<file path="src/rtl/cphy_sym_word_aligner.sv">
// C-PHY receive symbol aligner: preamble/sync detection and 7-symbol framing.
// Emits aligned 21-bit words with a strobe plus sync and error flags.
module cphy_sym_word_aligner #(
    parameter int MIN_PREAMBLE = 7
) (
    input  logic        SymClk,
    input  logic        RST,
    input  logic [2:0]  SymIn,
    input  logic        SymValid,
    output logic [20:0] WordData,
    output logic        WordValid,
    output logic        SyncDet,
    output logic        Locked,
    output logic        SyncErr,
    output logic        SymErr
);

    typedef enum logic [1:0] {
        S_IDLE,
        S_PRE,
        S_SYNC,
        S_LOCK
    } state_t;

    localparam logic [7:0] MIN_PRE = 8'(MIN_PREAMBLE);

    state_t      state_q, state_d;
    logic [7:0]  pre_q, pre_d;
    logic [2:0]  sync_q, sync_d;
    logic [2:0]  sym_q, sym_d;
    // Only the six most recent symbols are needed; the seventh is SymIn.
    logic [17:0] hist_q, hist_d;

    logic [20:0] word_d;
    logic        wv_d;
    logic        sd_d;
    logic        lock_d;
    logic        se_d;
    logic        ye_d;

    logic        is3;
    logic        is4;

    assign is3 = (SymIn == 3'd3);
    assign is4 = (SymIn == 3'd4);

    // State and counter register.
    always_ff @(posedge SymClk or negedge RST) begin
        if (!RST) begin
            state_q <= S_IDLE;
            pre_q   <= '0;
            sync_q  <= '0;
            sym_q   <= '0;
            hist_q  <= '0;
        end else begin
            state_q <= state_d;
            pre_q   <= pre_d;
            sync_q  <= sync_d;
            sym_q   <= sym_d;
            hist_q  <= hist_d;
        end
    end

    // Next-state and counter logic.
    always_comb begin
        state_d = state_q;
        pre_d   = pre_q;
        sync_d  = sync_q;
        sym_d   = sym_q;
        hist_d  = hist_q;
        if (!SymValid) begin
            state_d = S_IDLE;
            pre_d   = '0;
            sync_d  = '0;
            sym_d   = '0;
            hist_d  = '0;
        end else begin
            unique case (state_q)
                S_IDLE: begin
                    if (is3) begin
                        state_d = S_PRE;
                        pre_d   = 8'd1;
                    end
                end
                S_PRE: begin
                    unique case (1'b1)
                        is3: begin
                            if (pre_q != 8'hFF)
                                pre_d = pre_q + 8'd1;
                        end
                        is4: begin
                            pre_d = '0;
                            if (pre_q >= MIN_PRE) begin
                                state_d = S_SYNC;
                                sync_d  = 3'd1;
                            end else begin
                                state_d = S_IDLE;
                            end
                        end
                        default: begin
                            state_d = S_IDLE;
                            pre_d   = '0;
                        end
                    endcase
                end
                S_SYNC: begin
                    unique case (1'b1)
                        (is4 && sync_q < 3'd5): begin
                            sync_d = sync_q + 3'd1;
                        end
                        (is3 && sync_q == 3'd5): begin
                            state_d = S_LOCK;
                            sync_d  = '0;
                            sym_d   = '0;
                            hist_d  = '0;
                        end
                        (is3 && sync_q < 3'd5): begin
                            // A stray 3 restarts the preamble count.
                            state_d = S_PRE;
                            pre_d   = 8'd1;
                            sync_d  = '0;
                        end
                        default: begin
                            state_d = S_IDLE;
                            sync_d  = '0;
                        end
                    endcase
                end
                S_LOCK: begin
                    hist_d = {hist_q[14:0], SymIn};
                    sym_d  = (sym_q == 3'd6) ? 3'd0 : sym_q + 3'd1;
                end
                default: begin
                    state_d = S_IDLE;
                end
            endcase
        end
    end

    // Output decode: next values for the registered outputs.
    always_comb begin
        word_d = WordData;
        wv_d   = 1'b0;
        sd_d   = 1'b0;
        se_d   = 1'b0;
        ye_d   = 1'b0;
        lock_d = (state_d == S_LOCK);
        if (SymValid) begin
            unique case (state_q)
                S_SYNC: begin
                    if (is3 && sync_q == 3'd5)
                        sd_d = 1'b1;
                    else if (!(is4 && sync_q < 3'd5))
                        se_d = 1'b1;
                end
                S_LOCK: begin
                    if (sym_q == 3'd6) begin
                        word_d = {hist_q, SymIn};
                        wv_d   = 1'b1;
                    end
                    if (SymIn > 3'd4)
                        ye_d = 1'b1;
                end
                default: ;
            endcase
        end
    end

    // Output register.
    always_ff @(posedge SymClk or negedge RST) begin
        if (!RST) begin
            WordData  <= '0;
            WordValid <= 1'b0;
            SyncDet   <= 1'b0;
            Locked    <= 1'b0;
            SyncErr   <= 1'b0;
            SymErr    <= 1'b0;
        end else begin
            WordData  <= word_d;
            WordValid <= wv_d;
            SyncDet   <= sd_d;
            Locked    <= lock_d;
            SyncErr   <= se_d;
            SymErr    <= ye_d;
        end
    end

endmodule

</file>
<file path="config.mk">
export PLATFORM = sky130hd
export DESIGN_NAME = cphy_sym_word_aligner
export DESIGN_NICKNAME = d
export VERILOG_FILES = /design/src/rtl/cphy_sym_word_aligner.sv
export SDC_FILE = /design/constraint.sdc
export NUM_CORES = 1
export LEC_CHECK = 0
export CELL_PAD_IN_SITES_DETAIL_PLACEMENT = 0
export CELL_PAD_IN_SITES_GLOBAL_PLACEMENT = 1
export CORE_MARGIN = 1.5
export CORE_UTILIZATION = 44
export DETAILED_ROUTE_END_ITERATION = 10
export PLACE_DENSITY_LB_ADDON = 0.15
export SLEW_MARGIN = 40
export SYNTH_ARGS = -nofsm -noshare
export SYNTH_HDL_FRONTEND = slang
export SYNTH_SLANG_ARGS = --single-unit
</file>
<file path="constraint.sdc">
create_clock -name SymClk -period 2.4 [get_ports SymClk]
set_clock_uncertainty 0.05 [all_clocks]
set_input_delay 0.36 -clock SymClk [delete_from_list [all_inputs] [get_ports SymClk]]
set_output_delay 0.36 -clock SymClk [all_outputs]
set_load 0.01 [all_outputs]
</file>
Yosys cells after proc, flatten, opt, wreduce, memory -nomap -nowiden
Index checks and enable logic that the tools add are counted.
Widths: inputs -> output; s select.
{"block": "op_classes", "add_sub_neg": 3, "magnitude_cmp": 3, "n_eq_ne": 18, "muxes": 37, "n_reduce_logical": 8}
{"op": "$mux 8", "n": 5}
{"op": "$mux 18", "n": 2}
{"op": "$pmux 18 s2", "n": 1}
{"op": "$pmux 8 s3", "n": 1}
{"op": "$mux 3", "n": 7}
{"op": "$ne 3x3->1 const B", "n": 5}
{"op": "$mux 1", "n": 13}
{"op": "$pmux 2 s3", "n": 2}
{"op": "$pmux 3 s2", "n": 2}
{"op": "$eq 3x3->1 const B", "n": 3}
{"op": "$add 8x1->8 const B", "n": 1}
{"op": "$ge 8x3->1 const B", "n": 1}
{"op": "$ne 8x8->1 const B", "n": 1}
{"op": "$add 3x1->3 const B", "n": 2}
{"op": "$eq 2x2->1 const B", "n": 3}
{"op": "$mux 2", "n": 3}
{"op": "$ne 3x1->1 const B", "n": 2}
{"op": "$reduce_and 3->1", "n": 2}
{"op": "$ne 4x1->1 const B", "n": 1}
{"op": "$ne 4x4->1 const B", "n": 1}
{"op": "$pmux 2 s2", "n": 1}
{"op": "$reduce_and 4->1", "n": 1}
{"op": "$eq 3x2->1 const B", "n": 1}
{"op": "$gt 3x3->1 const B", "n": 1}
{"op": "other kinds (5)", "n": 7}
{"block": "word_totals", "regBits": 60, "in_bits": 6}

Longest topological paths before layout
Gate-level depths: netlist of the first run.
{"block": "depth", "ltp_word": 6, "ltp_mapped": 8}

Least setup slack after synthesis of the first run
No wires, ideal clock.
{"block": "synth_path", "path_type": "register -> register", "startpoint": "reg state_q[1]", "endpoint": "reg pre_q[7]", "setup_ps": 124, "t_arrival_ps": 1774, "setup_slack_ps": 452, "path_stages_with_launch": 9, "path_buffers": 1, "cell_sequence": "dfrtp_1 inv_1 ha_1 nand3_1 or4_4 nand4bb_2 buf_6 nor4_1 a211o_1"}
{"block": "synth_between", "elab_chain_len": 3, "elab_cells_between_ends": 10, "cone_classes": "6 x eq/ne; 2 x mux; 2 x reduce/logical"}
{"item": "start, declared", "line_no": "27", "rtl": "state_t state_q, state_d;"}
{"item": "start signal, assigned", "line_no": "56", "rtl": "state_q <= state_d;"}
{"item": "$eq 2x2->1 (tied with other cells)", "line_no": "78", "rtl": "unique case (state_q)"}
{"item": "$ne 4x1->1 (no line) (tied with other cells)"}
{"item": "$reduce_and 4->1 (no line) / $mux 8 (equally long branches)"}
{"item": "end signal, assigned", "line_no": "57", "rtl": "pre_q <= pre_d;"}
{"item": "end, declared", "line_no": "28", "rtl": "logic [7:0] pre_q, pre_d;"}
Several ways; a longest one is shown, not always the timed one.
A chain may end at the register's enable or synchronous reset.

Worst setup path after layout of the first run
{"block": "layout_path", "startpoint": "in SymIn[0]", "endpoint": "reg pre_q[7]"}
{"block": "layout_between", "elab_chain_len": 4, "elab_cells_between_ends": 9, "cone_classes": "4 x eq/ne; 3 x mux; 2 x reduce/logical"}
{"item": "start, declared", "line_no": "8", "rtl": "input logic [2:0] SymIn,"}
{"item": "$eq 3x2->1 *", "line_no": "44", "rtl": "assign is3 = (SymIn == 3'd3);"}
{"item": "$mux 8 / $logic_and 1x1->1 (equally long branches)", "line_no": "86, 117"}
{"item": "$pmux 8 s3 / $ne 3x3->1 (equally long branches)"}
{"item": "$mux 8 / $reduce_and 4->1 (equally long branches)"}
Mark *: on every way between the ends. The rest lies on a longest branch, timed or not.

==> impl_metrics.env, run 1 <==
export IMPL_clock_sinks=60
export IMPL_ant_nets=0
export IMPL_ys_top_cells_by_count="60 x sky130_fd_sc_hd__dfrtp_1, 48 x sky130_fd_sc_hd__nand2_1, 26 x sky130_fd_sc_hd__o21ai_0, 19 x sky130_fd_sc_hd__mux2_2, 9 x sky130_fd_sc_hd__nor2_1"
export IMPL_outcome="finished clean"
export IMPL_grt_pass1_wl_um=8690
export IMPL_insertion_delay_ps=320
export IMPL_worst_path_buf_inv=1
export IMPL_synth_top_flop_cell="sky130_fd_sc_hd__dfrtp_1"
export IMPL_num_fill_cells=536
export IMPL_grt_antenna_before_repair=0
export IMPL_synth_most_common_cell="sky130_fd_sc_hd__dfrtp_1"
export IMPL_cp_start_kind="input port"
export IMPL_hold_violations=0
export IMPL_critical_path_endpoint_type="register"
export IMPL_io_pins=32
export IMPL_critPathMaxFanout=7
export IMPL_floorplan_die_width_um=81.7
export IMPL_synthDistinctLibCells=44
export IMPL_tritoncts="built"
export IMPL_tightest_pin_transition_ps=584
export IMPL_final_period_minus_worst_setup_slack_ps=2030
export IMPL_postSynthRegisterBits=60
export IMPL_post_dp_hpwl_um=3660
export IMPL_gp_congestion=0.845
export IMPL_post_cts_resized=0
export IMPL_placedInstanceArea_um2=3220
export IMPL_die_area_um2=6670
export IMPL_clock_root_buffer="sky130_fd_sc_hd__clkbuf_8"
export IMPL_synth_cell_area_um2=2730
export IMPL_grt_overflow_total=0
export IMPL_stdcell_area_um2=3410
export IMPL_post_route_drc_count=0
export IMPL_clock_h_tree_levels=3
export IMPL_worst_slew_margin_pct=61.1
export IMPL_crit_slowest_cell="sky130_fd_sc_hd__or4_4"
export IMPL_slowest_cell_delay_on_critical_path_ps=590
export IMPL_synthesis_instances=253
export IMPL_ir_drop_worst_case_vdd_mv=0.307
export IMPL_grt_setup_unrepaired="false"
export IMPL_fin_tns_setup_ps=0
export IMPL_track_usage_pct=17.7
export IMPL_critical_path_class="input port to register"
export IMPL_timing_fmax_mhz=494
export IMPL_synth_nets=266
export IMPL_p_leak_nw=1.55
export IMPL_cts_setup_buffers=0
export IMPL_timing_final_crit_share_pct=84.4
export IMPL_flow_area_growth_from_synthesis_pct=25.2
export IMPL_via_per_inst=5.25
export IMPL_synthTopCellsByArea="sky130_fd_sc_hd__dfrtp_1 55%, sky130_fd_sc_hd__mux2_2 7.9%, sky130_fd_sc_hd__nand2_1 6.6%"
export IMPL_layout_drive_gt1_share_pct=18.8
export IMPL_chip_height_um=81.7
export IMPL_initial_utilization_pct=45.8
export IMPL_cts_buffer_depth=2
export IMPL_worst_hold_path_type="register to register"
export IMPL_post_cts_hold_buffer_count=1
export IMPL_critical_path_top_delay_family="simple AND/OR/NAND/NOR gates"
export IMPL_grt_max_degree=29
export IMPL_worstPathRequired_ps=2560
export IMPL_setup_violations_final=0
export IMPL_ys_async_sr_fraction_pct=100
export IMPL_detail_route_first_pass_iterations=5
export IMPL_clk_pin_slew_worst_paths_ps=60
export IMPL_detailroute_via_count=1990
export IMPL_average_footprint_of_a_synthesized_cell_um2=10.8
export IMPL_synth_largest_area_cell="sky130_fd_sc_hd__dfrtp_1"
export IMPL_routed_wire_length_per_instance_um=13.6
export IMPL_cts_inserted_buffers=9
export IMPL_synth_seq_area_share_pct=55.1
export IMPL_post_synth_top_area_fraction_pct=55.1
export IMPL_p_per_area_nw_per_um2=557
export IMPL_antenna_diode_count=0
export IMPL_yosysWarnings=0
export IMPL_number_of_design_rule_violations_left_by_the_first_detailed_router_iteration=139
export IMPL_critical_path_cell_chain="clkdlybuf4s50_1 > nand3b_1 > or4_4 > nand4bb_2 > nor4_1 > a211o_1"
export IMPL_site_row_count=28
export IMPL_buffers_added_on_ports=31
export IMPL_arrival_ps=2190
export IMPL_drv_max_cap_violation_count=0
export IMPL_number_of_global_route_vias_before_repair=1806
export IMPL_final_max_slew_violation_count=0
export IMPL_synth_edff_count=0
export IMPL_core_area_um2=5960
export IMPL_wl_um=5150
export IMPL_nNetsFinal=313
## cell type report
cell class	count	area [um2]	area share (%)
inverter	6	22.5	0.660
clock buffer	11	151	4.44
multi-input combinational	177	1160	34.0
tap	75	93.8	2.75
timing repair buffer	46	458	13.4
sequential	60	1500	44.0
clock inverter	4	25.0	0.734
## cells by family (layout without fill, tap and decap cells)
family          Yosys count  after routing  share of synthesized area [%]
mux                      24             24                           9.87
xor+xnor                  1              1                          0.321
simple gates             89             89                           15.8
buf+inv                  16             67                           2.71
fa+ha+maj                 7              7                           3.21
compound gates           56             56                           13.0
flops                    60             60                           55.1
## through the flow
stage	cells	setup slack (ps)	hold WS, ps	power (mW)	util [%]
final	379	374	433	1.90	57.3
after detailed placement	363	19.9	347	1.13	54.1
after global placement	363	58.4	351	1.13	54.1
after CTS	379	359	436	1.94	57.3
after global routing	379	244	466	1.99	57.3
after floorplan	253	452	14.4	1.08	-
## per-layer routing
metal,wire length [um],track usage [%]
met2,2210,23.7
met1,2670,25.6
met4,89,8.47
met3,179,5.67
met5,0,0
## worst register-to-register path: cells and delay by family (launching register included)
kind	cells	cell delay, ps
AO/OA/AOI/OAI	1	260
adder cells (fa/ha/maj)	1	220
flip-flops	1	400
AND/OR/NAND/NOR	4	1000
## path summary, 6_finish.rpt
check | endpoint | start | slack [ps] | cells after the start
max | pre_q[7]$_DFFE_PN0P_ | SymIn[0] | 370 | 6
min | WordData[15]$_DFFE_PN0P_ | WordData[15]$_DFFE_PN0P_ | 430 | 1
max reg2reg | pre_q[7]$_DFFE_PN0P_ | pre_q[0]$_DFFE_PN0P_ | 370 | 6
min reg2reg | WordData[15]$_DFFE_PN0P_ | WordData[15]$_DFFE_PN0P_ | 430 | 1
max in group asynchronous | WordData[0]$_DFFE_PN0P_ | RST | 1110 | 3
min in group asynchronous | WordData[20]$_DFFE_PN0P_ | RST | 530 | 2
## placed cells by master (no fill, tap or decap), types with 3 or more instances in the layout
cell and count:
sky130_fd_sc_hd__buf_4 11, sky130_fd_sc_hd__buf_12 3, sky130_fd_sc_hd__a21oi_1 4, sky130_fd_sc_hd__clkbuf_8 11
sky130_fd_sc_hd__nor2_1 9, sky130_fd_sc_hd__o21ai_1 7, sky130_fd_sc_hd__clkdlybuf4s50_1 30, sky130_fd_sc_hd__mux2_1 4
sky130_fd_sc_hd__o41ai_1 3, sky130_fd_sc_hd__nor2b_1 3, sky130_fd_sc_hd__o31ai_1 3, sky130_fd_sc_hd__nand3_1 5
sky130_fd_sc_hd__o21ai_0 26, sky130_fd_sc_hd__nor3_1 4, sky130_fd_sc_hd__ha_1 7, sky130_fd_sc_hd__and3_1 3
sky130_fd_sc_hd__nand2_1 48, sky130_fd_sc_hd__mux2_2 19, sky130_fd_sc_hd__inv_1 6, sky130_fd_sc_hd__dfrtp_1 60
## registers in the layout, indices dropped and copies added (netlist names)
signal     cells
state_q        2
Locked         1
WordValid      1
SyncDet        1
WordData      21
SyncErr        1
hist_q        18
SymErr         1
sync_q         3
pre_q          8
sym_q          3
## power breakdown
| group | switching, mW | internal [mW] | leakage (nW) |
|---|---|---|---|
| combinational | 0.0585 | 0.0342 | 0.624 |
| clock | 0.367 | 0.421 | 0.0872 |
| sequential | 0.00526 | 1.01 | 0.836 |
| total | 0.431 | 1.47 | 1.55 |
(Power assumes the default switching activity.)
==> inputs of run 2 (changes only) <==
- clock period: 2.4 -> 2.1 ns (I/O delays scaled with it)
==> run 2 against run 1 <==
Cell count rose by 2.9%. Cell area increased by 3.2%. Core utilization increased by 1.8 points. Total power rose by 28%. Sequential power increased by 14%. First-iteration DRC count down 7.2%. Via count fell by 0.90%.
==> impl_metrics.env, run 2 (synthesis results as in run 1) <==
export IMPL_chip_height_um=81.7
export IMPL_buffers_added_on_ports=31
export IMPL_number_of_design_rule_violations_left_by_the_first_detailed_router_iteration=129
export IMPL_cts_setup_buffers=0
export IMPL_grt_antenna_before_repair=0
export IMPL_gp_congestion=0.817
export IMPL_critPathMaxFanout=6
export IMPL_grt_setup_unrepaired="false"
export IMPL_drv_max_cap_violation_count=0
export IMPL_nNetsFinal=323
export IMPL_p_leak_nw=1.62
export IMPL_crit_slowest_cell="sky130_fd_sc_hd__or4_4"
export IMPL_post_cts_resized=0
export IMPL_io_pins=32
export IMPL_die_area_um2=6670
export IMPL_worst_hold_path_type="register to register"
export IMPL_setup_violations_final=0
export IMPL_ir_drop_worst_case_vdd_mv=0.539
export IMPL_cts_buffer_depth=2
export IMPL_layout_cells_most_common="sky130_fd_sc_hd__dfrtp_1"
export IMPL_fin_ws_ps=110
export IMPL_worstPathRequired_ps=2270
export IMPL_site_row_count=28
export IMPL_flow_area_growth_from_synthesis_pct=29.2
export IMPL_detail_route_first_pass_iterations=4
export IMPL_tightest_pin_transition_ps=354
export IMPL_clock_root_buffer="sky130_fd_sc_hd__clkbuf_8"
export IMPL_final_max_slew_violation_count=0
export IMPL_final_period_minus_worst_setup_slack_ps=1990
export IMPL_cell_count_of_the_worst_hold_path=1
export IMPL_timing_hold_worst_start="WordData[20]$_DFFE_PN0P_"
export IMPL_insertion_delay_ps=330
export IMPL_timing_fmax_mhz=503
export IMPL_layout_drive_gt1_share_pct=21.6
export IMPL_grt_pass1_wl_um=9090
export IMPL_via_per_inst=5.06
export IMPL_critical_path_top_delay_family="simple AND/OR/NAND/NOR gates"
export IMPL_r2r_cells=6
export IMPL_antenna_diode_count=0
export IMPL_post_cts_hold_buffer_count=1
export IMPL_regArea_um2=1500
export IMPL_arrival_ps=2160
export IMPL_wl_um=5380
export IMPL_largest_register="WordData"
export IMPL_post_layout_total_power_mw=2.43
export IMPL_ff2ff_setup_slack_ps=110
export IMPL_cts_inserted_buffers=9
export IMPL_top_regs="WordData: 21 flops, hist_q: 18 flops, pre_q: 8 flops"
export IMPL_largest_register_ff_count=21
export IMPL_detailroute_via_count=1972
export IMPL_most_common_layout_cells="60 x sky130_fd_sc_hd__dfrtp_1, 48 x sky130_fd_sc_hd__nand2_1, 30 x sky130_fd_sc_hd__clkdlybuf4s50_1"
export IMPL_routed_wire_length_per_instance_um=13.8
export IMPL_grt_max_degree=61
export IMPL_regToRegStartpoint="pre_q[0]$_DFFE_PN0P_"
export IMPL_slowest_cell_delay_on_critical_path_ps=570
export IMPL_critical_path_cell_chain="ha_1 > nand3_1 > or4_4 > nand4bb_2 > nor4_1 > a211o_1"
export IMPL_clk_pin_slew_worst_paths_ps=70
export IMPL_p_per_area_nw_per_um2=691
export IMPL_finish_utilization_pct=59.1
export IMPL_hold_violations=0
export IMPL_critical_path_class="register to register"
export IMPL_cp_start_kind="register"
export IMPL_worst_hold_end="WordData[20]$_DFFE_PN0P_"
export IMPL_timing_final_crit_share_pct=94.8
export IMPL_core_area_um2=5960
export IMPL_post_route_drc_count=0
export IMPL_clock_h_tree_levels=3
export IMPL_clock_sinks=60
export IMPL_grt_overflow_total=0
export IMPL_number_of_global_route_vias_before_repair=1800
export IMPL_pre_cts_slack_ps=-118
export IMPL_finalHoldWorstSlack_ps=435
export IMPL_worst_path_buf_inv=0
export IMPL_floorplan_die_width_um=81.7
export IMPL_post_dp_hpwl_um=3690
export IMPL_outcome="finished clean"
export IMPL_worst_slew_margin_pct=76.3
export IMPL_num_fill_cells=525
export IMPL_critical_path_endpoint_type="register"
export IMPL_ant_nets=0
export IMPL_tritoncts="built"
export IMPL_multi_input_combinational_cell_area_um2=1160
export IMPL_initial_utilization_pct=45.8
export IMPL_track_usage_pct=18.4
export IMPL_reg2reg_to="pre_q[7]$_DFFE_PN0P_"
==> run 2: metrics by stage <==
step / area [um2] / instances / setup TNS, ps
after floorplan: 2730 / 253 / 0
after global placement: 3290 / 373 / -707
after detailed placement: 3290 / 373 / -1650
after CTS: 3520 / 390 / 0
after global routing: 3520 / 390 / 0
final: 3520 / 390 / 0
==> run 2: final cells by class <==
type	instances	share of cell area, %
Sequential cell	60	42.7
Multi-Input combinational cell	177	32.9
Timing Repair Buffer	56	14.8
Clock buffer	9	3.52
Clock inverter	7	2.81
Tap cell	75	2.67
Inverter	6	0.640
==> run 2: per-layer routing <==
metal / GRT usage, % / vias up / share of wire, %
met5: 0 / - / 0
met4: 8.64 / 0 / 1.7
met3: 4.78 / 9 / 3.5
met2: 24.7 / 35 / 42
met1: 27.3 / 927 / 52
li1: - / 1001 / -
==> run 2: worst max-delay path by stage <==
stage,from,endpoint,cells past startpoint
2_1_floorplan,state_q[1]$_DFF_PN0_,pre_q[7]$_DFFE_PN0P_,8
3_3_place_gp,SymIn[2],pre_q[3]$_DFFE_PN0P_,6
3_5_place_dp,SymIn[2],pre_q[3]$_DFFE_PN0P_,6
4_1_cts,pre_q[3]$_DFFE_PN0P_,sync_q[2]$_DFFE_PN0P_,5
5_1_grt,pre_q[3]$_DFFE_PN0P_,sync_q[2]$_DFFE_PN0P_,5
6_report,pre_q[0]$_DFFE_PN0P_,pre_q[7]$_DFFE_PN0P_,6
==> run 2: where the power goes <==
group          switching [mW]  internal [mW]
combinational          0.0687         0.0430
sequential            0.00577           1.16
clock                   0.483          0.673
total                   0.557           1.88
